<file path="config.mk">
export PLATFORM = sky130hd
export DESIGN_NAME = branch_target_buffer
export DESIGN_NICKNAME = d
export VERILOG_FILES = /design/src/rtl/btb_pkg.sv /design/src/rtl/btb_sat_counter.sv /design/src/rtl/branch_target_buffer.sv
export SDC_FILE = /design/constraint.sdc
export NUM_CORES = 1
export LEC_CHECK = 0
export ABC_AREA = 1
export CAP_MARGIN = 20
export CELL_PAD_IN_SITES_DETAIL_PLACEMENT = 2
export CELL_PAD_IN_SITES_GLOBAL_PLACEMENT = 2
export CORE_ASPECT_RATIO = 0.9
export CORE_MARGIN = 10
export CORE_UTILIZATION = 35
export DETAILED_ROUTE_END_ITERATION = 16
export PLACE_DENSITY = 0.73
export SLEW_MARGIN = 20
export SYNTH_ARGS = -nofsm -noshare
export SYNTH_HDL_FRONTEND = slang
export SYNTH_SLANG_ARGS = --single-unit
</file>
<file path="constraint.sdc">
create_clock -name clk -period 12.2 [get_ports clk]
set_input_delay 3.66 -clock clk [delete_from_list [all_inputs] [get_ports clk]]
set_output_delay 3.66 -clock clk [all_outputs]
set_load 0.005 [all_outputs]
</file>
<file path="src/rtl/btb_pkg.sv">
// Shared types and helpers for the branch target buffer.
// Index/tag extraction and saturating counter arithmetic.
package btb_pkg;

   typedef enum logic {IDLE, CLEAR} state_e;

   localparam int MAX_W  = 64;
   localparam int CMAX_W = 8;

   function automatic int clog2(input int n);
      int r;
      r = 0;
      while ((1 << r) < n) r++;
      return r;
   endfunction

   function automatic logic [MAX_W-1:0] idx_of(
      input logic [MAX_W-1:0] pc,
      input int               idx_w
   );
      return (pc >> 2) & ((MAX_W'(1) << idx_w) - MAX_W'(1));
   endfunction

   function automatic logic [MAX_W-1:0] tag_of(
      input logic [MAX_W-1:0] pc,
      input int               idx_w
   );
      return pc >> (idx_w + 2);
   endfunction

   function automatic logic [CMAX_W-1:0] ctr_inc(
      input logic [CMAX_W-1:0] c,
      input logic [CMAX_W-1:0] mx
   );
      return (c >= mx) ? c : c + CMAX_W'(1);
   endfunction

   function automatic logic [CMAX_W-1:0] ctr_dec(
      input logic [CMAX_W-1:0] c
   );
      return (c == '0) ? c : c - CMAX_W'(1);
   endfunction

endpackage

</file>
<file path="src/rtl/btb_sat_counter.sv">
// Saturating up/down direction counter with load-max and load-value.
// One instance per table entry.
module btb_sat_counter
   import btb_pkg::*;
#(
   parameter int W = 2
) (
   input  logic         clk,
   input  logic         rst,
   input  logic         inc_i,
   input  logic         dec_i,
   input  logic         ld_max_i,
   input  logic         ld_i,
   input  logic [W-1:0] ld_val_i,
   output logic [W-1:0] cnt_o
);

   localparam logic [CMAX_W-1:0] MAXV = CMAX_W'((1 << W) - 1);

   logic [W-1:0] cnt_q, cnt_d;

   always_comb begin
      cnt_d = cnt_q;
      unique case (1'b1)
         ld_max_i: cnt_d = W'(MAXV);
         ld_i:     cnt_d = ld_val_i;
         inc_i:    cnt_d = W'(ctr_inc(CMAX_W'(cnt_q), MAXV));
         dec_i:    cnt_d = W'(ctr_dec(CMAX_W'(cnt_q)));
         default:  cnt_d = cnt_q;
      endcase
   end

   always_ff @(posedge clk or negedge rst) begin
      if (!rst) cnt_q <= '0;
      else      cnt_q <= cnt_d;
   end

   assign cnt_o = cnt_q;

endmodule

</file>
<file path="src/rtl/branch_target_buffer.sv">
// Direct-mapped BTB with per-entry direction counters and invalidate sweep.
// Optional perf counters via `define BTB_PERF_CNT_EN.
module branch_target_buffer
   import btb_pkg::*;
#(
   parameter int ADDR_W  = 32,
   parameter int ENTRIES = 16,
   parameter int CTR_W   = 2
) (
   input  logic              clk,
   input  logic              rst,
   input  logic [ADDR_W-1:0] lk_pc,
   output logic              lk_hit,
   output logic              lk_taken,
   output logic [ADDR_W-1:0] lk_target,
   input  logic              upd_valid,
   input  logic [ADDR_W-1:0] upd_pc,
   input  logic              upd_uncond,
   input  logic              upd_taken,
   input  logic [ADDR_W-1:0] upd_target,
   input  logic              flush_req,
   output logic              busy
`ifdef BTB_PERF_CNT_EN
  ,output logic [31:0]       perf_lookups,
   output logic [31:0]       perf_hits,
   output logic [31:0]       perf_mispred
`endif
);

   localparam int IDX_W = clog2(ENTRIES);
   localparam int TAG_W = ADDR_W - IDX_W - 2;
   localparam logic [CTR_W-1:0] WT = CTR_W'(1 << (CTR_W - 1));

   state_e             state_q, state_d;
   logic [IDX_W-1:0]   sidx_q, sidx_d;
   logic [ENTRIES-1:0] valid_q, valid_d;

   logic [TAG_W-1:0]   tag_q [ENTRIES];
   logic [ADDR_W-1:0]  tgt_q [ENTRIES];
   logic [CTR_W-1:0]   ctr   [ENTRIES];

   logic [IDX_W-1:0]   li, ui;
   logic [TAG_W-1:0]   lt, ut;
   logic               l_hit, u_hit, u_tk, acc, wr, alloc;

   logic [ENTRIES-1:0] inc_v, dec_v, ldm_v, ld_v;

   assign li = IDX_W'(idx_of(MAX_W'(lk_pc), IDX_W));
   assign lt = TAG_W'(tag_of(MAX_W'(lk_pc), IDX_W));
   assign ui = IDX_W'(idx_of(MAX_W'(upd_pc), IDX_W));
   assign ut = TAG_W'(tag_of(MAX_W'(upd_pc), IDX_W));

   assign busy      = (state_q == CLEAR);
   assign l_hit     = valid_q[li] && (tag_q[li] == lt);
   assign lk_hit    = l_hit && !busy;
   assign lk_taken  = lk_hit && (ctr[li] >= WT);
   assign lk_target = lk_hit ? tgt_q[li] : '0;

   assign acc   = upd_valid && (state_q == IDLE);
   assign u_hit = valid_q[ui] && (tag_q[ui] == ut);
   assign u_tk  = upd_uncond || upd_taken;
   assign wr    = acc && u_tk;
   assign alloc = wr && !u_hit;

   always_comb begin
      inc_v = '0;
      dec_v = '0;
      ldm_v = '0;
      ld_v  = '0;
      if (acc) begin
         if (upd_uncond)     ldm_v[ui] = 1'b1;
         else if (!u_hit)    ld_v[ui]  = alloc;
         else if (upd_taken) inc_v[ui] = 1'b1;
         else                dec_v[ui] = 1'b1;
      end
   end

   for (genvar g = 0; g < ENTRIES; g++) begin : g_ctr
      btb_sat_counter #(.W(CTR_W)) u_ctr (
         .clk      (clk),
         .rst      (rst),
         .inc_i    (inc_v[g]),
         .dec_i    (dec_v[g]),
         .ld_max_i (ldm_v[g]),
         .ld_i     (ld_v[g]),
         .ld_val_i (WT),
         .cnt_o    (ctr[g])
      );
   end

   always_comb begin
      state_d = state_q;
      sidx_d  = sidx_q;
      valid_d = valid_q;
      unique case (state_q)
         IDLE: begin
            if (alloc)     valid_d[ui] = 1'b1;
            if (flush_req) state_d     = CLEAR;
         end
         CLEAR: begin
            valid_d[sidx_q] = 1'b0;
            sidx_d          = sidx_q + IDX_W'(1);
            if (sidx_q == IDX_W'(ENTRIES - 1)) begin
               sidx_d  = '0;
               state_d = IDLE;
            end
         end
      endcase
   end

   always_ff @(posedge clk or negedge rst) begin
      if (!rst) begin
         state_q <= IDLE;
         sidx_q  <= '0;
         valid_q <= '0;
      end else begin
         state_q <= state_d;
         sidx_q  <= sidx_d;
         valid_q <= valid_d;
      end
   end

   // Tag/target storage is qualified by valid, so no reset needed.
   always_ff @(posedge clk) begin
      if (wr) begin
         tag_q[ui] <= ut;
         tgt_q[ui] <= upd_target;
      end
   end

`ifdef BTB_PERF_CNT_EN
   logic p_pred, p_mis;

   assign p_pred = u_hit && (ctr[ui] >= WT);
   assign p_mis  = acc && ((p_pred != u_tk) ||
                   (p_pred && (tgt_q[ui] != upd_target)));

   always_ff @(posedge clk or negedge rst) begin
      if (!rst) begin
         perf_lookups <= '0;
         perf_hits    <= '0;
         perf_mispred <= '0;
      end else begin
         if (!busy)  perf_lookups <= perf_lookups + 32'd1;
         if (lk_hit) perf_hits    <= perf_hits + 32'd1;
         if (p_mis)  perf_mispred <= perf_mispred + 32'd1;
      end
   end
`endif

endmodule

</file>
=== After elaboration in Yosys (flattened, before gate mapping) ===
Memory sizes are Yosys's and may differ from the RTL's.
Index checks and enable logic that the tools add are counted.

* Register bits after elaboration: 53
* Word-level logic and storage cells: 260
* Memories kept: 2
* RAM bits: 928
* Input bits: 102

{| class="wikitable"
|+ Memory list
! memory !! words !! width !! read ports !! clocked after Yosys merged registers in !! write ports !! RTL line !! text
|-
| tgt_q || 16 || 32 || 1 || 0 || 1 || branch_target_buffer.sv:39 || <nowiki>logic [ADDR_W-1:0] tgt_q [ENTRIES];</nowiki>
|-
| tag_q || 16 || 26 || 2 || 0 || 1 || branch_target_buffer.sv:38 || <nowiki>logic [TAG_W-1:0] tag_q [ENTRIES];</nowiki>
|}

* Add/subtract/negate cells: 33
* Order comparisons: 23
* Mux-type cells: 81
* Eq/ne operators: 36
* Bitwise operators: 6
* Reduce and logical (&&, ||, !) cells: 60

{| class="wikitable"
|+ Operator list
! cell !! number
|-
| 2-to-1 mux 16 bit || 14
|-
| case mux 2 bit (4 select lines) || 16
|-
| 2-to-1 mux 2 bit || 34
|-
| != test 2 bit (second input constant) || 33
|-
| nonzero test 4 bit || 16
|-
| equality test 26 bit || 2
|-
| AND reduction 3 bit || 16
|-
| greater-or-equal comparator 2 bit (second input constant) || 17
|-
| adder 2 x 1 -> 2 bit (second input constant) || 16
|-
| AND 16 bit || 2
|-
| logical NOT 2 bit || 16
|-
| 2-to-1 mux 32 bit || 1
|-
| case mux 16 bit (2 select lines) || 1
|-
| subtractor 2 x 1 -> 2 bit (second input constant) || 16
|-
| inverter 16 bit || 1
|-
| bitwise OR 16 bit || 1
|-
| < comparator 4 x 5 -> 1 bit (second input constant) || 3
|-
| logical AND 1 bit || 9
|-
| binary-select mux 1 bit (select 4 bit) || 2
|-
| binary-select mux 2 bit (select 4 bit) || 1
|-
| demux 1 bit (select 4 bit) || 2
|-
| greater-or-equal comparator 4 x 1 -> 1 bit (second input constant) || 2
|-
| 2-to-1 mux 1 bit || 8
|-
| greater-or-equal comparator 5 bit (second input constant) || 1
|-
| 8 further kinds || 9
|}

=== Logic depth before layout (Yosys ltp) ===
Gate-level depths: netlist of the first run.

* Depth in word-level cells: 11
* Gate-level depth with buffers: 26

=== By module ===
Synthesis of the first run repeated with hierarchy kept, for this count alone.

* Cells, all modules: 4820
* Area, all modules: 46796.1 sq um

{| class="wikitable"
|+ By module, submodules not included
! module !! area each (sq um) !! cells an instance !! sequential area each (sq um) !! instances
|-
| branch_target_buffer || 43673.1 || 4308 || 28392.2 || 1
|-
| btb_sat_counter || 195.2 || 32 || 50.0 || 16
|}

=== Worst setup path before layout of the first run ===
Ideal clock, no wire load.

* Path type: input to output
* Start: input port lk_pc[2]
* End: output port lk_target[23]
* Slack: 2.943 ns
* Arrival time: 5.597 ns
* Cell stages on the path: 13
* Data required time: 8.540 ns
* Path through: buf_2 -> inv_2 -> buf_2 -> buf_2 -> buf_2 -> clkbuf_1 -> clkbuf_1 -> nand2_1 -> a221oi_1 -> nor2_1 -> nand2_1 -> o31ai_1 -> nor2_1

* Word-level cells in the longest chain between the ends: 5

{| class="wikitable"
|+ RTL lines
! what !! RTL line !! text
|-
| start: declaration || branch_target_buffer.sv:12 || <nowiki>input logic [ADDR_W-1:0] lk_pc,</nowiki>
|-
| memory read (16 x 26 bit) / binary-select mux 1 bit (select 4 bit) (equally long branches) || -- ||
|-
| equality test 26 bit / 2-to-1 mux 1 bit (equally long branches) || branch_target_buffer.sv:54 || <nowiki>assign l_hit = valid_q[li] && (tag_q[li] == lt);</nowiki>
|-
| logical AND 1 bit || branch_target_buffer.sv:54 ||
|-
| logical AND 1 bit || branch_target_buffer.sv:55 || <nowiki>assign lk_hit = l_hit && !busy;</nowiki>
|-
| 2-to-1 mux 32 bit (*) || branch_target_buffer.sv:57 || <nowiki>assign lk_target = lk_hit ? tgt_q[li] : '0;</nowiki>
|-
| end: declaration || branch_target_buffer.sv:15 || <nowiki>output logic [ADDR_W-1:0] lk_target,</nowiki>
|}

Mark *: on every way between the ends. The rest lies on a longest branch, timed or not. The select of a mux whose other input is x is not followed.

=== Worst setup path in the final report of the first run ===
* Start: input port lk_pc[2]
* End: output port lk_target[30]

Same word-level chain as after synthesis.

==> qor.yml, run 1 <==
synth:
  syn_nets: 4901
  yosys.cell_count.top_type: "nand2_1"
  synth_top_area_share_pct: 59.83
  synth_cell_types: 45
  yosysWarningCount: 0
  synth_seq_area_share_pct: 62.68
  async_reset_ff_share_pct: 5.403
  synth_area_leader_cell: "edfxtp_1"
  ys_top_cells_by_count: "nand2_1, edfxtp_1, nor2_1"
  synth-edff-count: 928
  synth_area_sq_um: 46580
  synth_ff_type: "edfxtp_1"
  synthTopCellsByArea: "edfxtp_1, nand2_1, a21oi_1"
  ys_ff_latch: 981
  synth_cells: 4795
  syn_avg_cell_area_sq_um: 9.713
grt:
  grt_max_degree: 157
  antenna_found_initial: 13
  grt_pass1_wl_um: 262800
  grt_pass1_vias: 40420
  grtUsageTotal_pct: 23.28
  grt_overflow_total: 0
place:
  gp_congestion: 0.7890
  io_buffers: 132
  hpwl_um: 103300
clock_tree:
  insertion_delay_ps: 760
  ctsHoldBuffers: 0
  cts_setup_buffers: 0
  clock_sinks: 981
  cts_tree: "done"
  clk_path_buf_depth: 3
  post_cts_resized: 0
  cts_root_buffer: "clkbuf_16"
  cts_made_buffers: 106
  htreeDepth: 3
  path_clk_slew_ps: 60
sta:
  finClkSkew_ps: 49.37
  max-slew-margin-rel_pct: 24.04
  timing.final.crit_period_ps: 11370
  slew_viol_final: 0
  hold_viol: 0
  fmax_mhz: 87.93
  setup_tns_ps: 0
  rsz0062_at_grt: "false"
  min_period_over_period_pct: 93.22
  setup_viol: 0
  tightest_slew_ps: 1137
die:
  die_area_sq_um: 148100
  dieWidth_um: 404.5
  fp.dieH_um: 366.1
  fp.coreArea_sq_um: 131600
  initial_utilization_pct: 35.38
  io_pins: 137
  rows: 126
detailed_routing:
  wl_um: 177000
  maxUsedRoutingLayer: "met5"
  ant_nets: 0
  met3_length_um: 8483
  vias: 37190
  wl_met2_um: 86830
  wl_per_cell_um: 26.60
  via_per_inst: 5.589
  initialDrtViolationCount: 2631
  drc: 0
  drtPass1Iterations: 5
  wl_met1_um: 76000
flow_run:
  maxCapViolCount: 0
power_and_ir_drop:
  power_density_nw_per_um2: 151.2
  ir_drop_uv: 124.4
  power.total_uw: 8015
  p_leak_uw: 0.01982
critical_path:
  rrSetupSlack_ps: 8340
  endpoint_kind: "output port"
  cp_max_fo: 126
  path_class: "input pin to output port"
  required_ps: 8540
  cp.arrival_ps: 7710
  cp-start-kind: "input pin"
layout:
  drive_above_1_share_pct: 5.993
  syn_to_final_growth_pct: 13.83
  nets: 4936
worst_hold_path:
  hp-class: "register to register"
run_status:
  run_status: "finished clean"
[cell usage in the layout (no fill, tap or decap), types with 3 or more instances in the layout]
cell / Yosys / routed
nor2_4: 3 / 22
inv_2: 6 / 4
o21ai_0: 326 / 326
nor3_1: 11 / 11
a221oi_1: 120 / 120
clkbuf_8: 0 / 3
xor2_1: 4 / 4
nand3_2: 6 / 6
nor2_2: 7 / 6
a31oi_1: 6 / 6
nand3_1: 190 / 190
inv_1: 255 / 252
clkbuf_1: 153 / 28
diode_2: 0 / 4
dfrtp_1: 53 / 53
buf_12: 0 / 6
edfxtp_1: 928 / 928
o22ai_1: 29 / 29
clkinvlp_4: 0 / 4
clkinv_1: 3 / 30
o21ai_1: 41 / 40
a22oi_1: 5 / 5
nand4_1: 26 / 26
buf_4: 17 / 87
o211ai_1: 64 / 64
ha_1: 4 / 4
a21oi_1: 326 / 326
nand2_1: 1597 / 1596
nand2_2: 4 / 5
o21bai_1: 11 / 11
clkbuf_16: 0 / 107
xnor2_1: 10 / 10
bufinv_16: 0 / 10
nor2_1: 384 / 366
o31ai_1: 32 / 32
clkinv_16: 0 / 4
nand3b_1: 4 / 4
o221ai_1: 28 / 28
clkdlybuf4s50_1: 0 / 125
clkinv_2: 0 / 17
[where the power goes]
part	internal, uW	total (uW)	switching, uW
logic	247	876	629
registers	3770	3850	74.7
clock network	1850	3290	1450
total	5870	8010	2150
[cell type report]
type / count / area [sq um]
fill: 14020 / 78620
sequential: 981 / 29190
multi-input combinational: 3252 / 15060
clock buffer: 137 / 2810
tap: 1728 / 2162
timing repair buffer: 224 / 2090
inverter: 265 / 1021
clock inverter: 63 / 671.9
antenna: 4 / 10.01
[critical path: stages]
cell and delay, ps:
buf_8 220, inv_8 590, buf_4 420, o21ai_0 120, o221ai_1 220, nand3_1 140, nand2_1 310, o21ai_1 100
nor4_1 300, nand2_1 80, nor2_1 270, nand2_2 110, buf_12 180, nor2_1 170, clkdlybuf4s50_1 530
[flip-flops by register name, summed over array words and instances (netlist names)]
register and flops:
tgt_q 512, busy 1, tag_q 416, sidx_q 4, g_ctr.u_ctr.cnt_o 32, valid_q 16
[final timing paths]
kind	startpoint	to	cells after the start
worst max-delay path	lk_pc[2]	lk_target[30]	15
worst min-delay path	valid_q[5]$_DFFE_PN0P_	valid_q[5]$_DFFE_PN0P_	2
worst max register to register	tag_q[13][1]$_DFFE_PP_	valid_q[9]$_DFFE_PN0P_	15
worst min register to register	valid_q[5]$_DFFE_PN0P_	valid_q[5]$_DFFE_PN0P_	2
max in group asynchronous	rst	g_ctr[5].u_ctr.cnt_o[1]$_DFFE_PN0P_	2
min in group asynchronous	rst	g_ctr[13].u_ctr.cnt_o[1]$_DFFE_PN0P_	2
[logic make-up after synthesis]
family	Yosys count	share of synthesized area [%]
and+or+nand+nor	2236	18.94
adders and majority gates	4	0.1075
buffers and inverters	562	5.316
DFF	981	62.68
AOI/OAI and AO/OA	998	12.69
xor gates and xnor gates	14	0.2632
[metal layers]
layer	up-vias	GRT usage [%]
li1	16740	-
met1	19330	29.87
met2	809	39.81
met3	298	3.928
met4	12	7.376
met5	-	0
[through the flow]
stage / setup WS (ps) / cell area (sq um) / hold slack, ps / utilization [%] / std cells
global route: 518.7 / 53020 / 557.0 / 40.28 / 6654
floorplan: 2943 / 46580 / 477.5 / - / 4795
finish: 826.7 / 53020 / 526.4 / 40.28 / 6654
global placement: 1002 / 49510 / 504.2 / 37.61 / 6449
CTS: 893.5 / 53010 / 528.2 / 40.27 / 6650
detailed placement: 899.9 / 49530 / 514.4 / 37.62 / 6450
(Power assumes the default switching activity.)
==> run 2: changes to the inputs <==
TNS_END_PERCENT = 30   (was not set)
==> results of run 2 <==
Final layout, timing and power as in run 1 (identical DEF).
==> run 3: changes to the inputs <==
TNS_END_PERCENT = 50   (was 30)
==> results of run 3 <==
Final layout, timing and power as in run 1 (identical DEF).
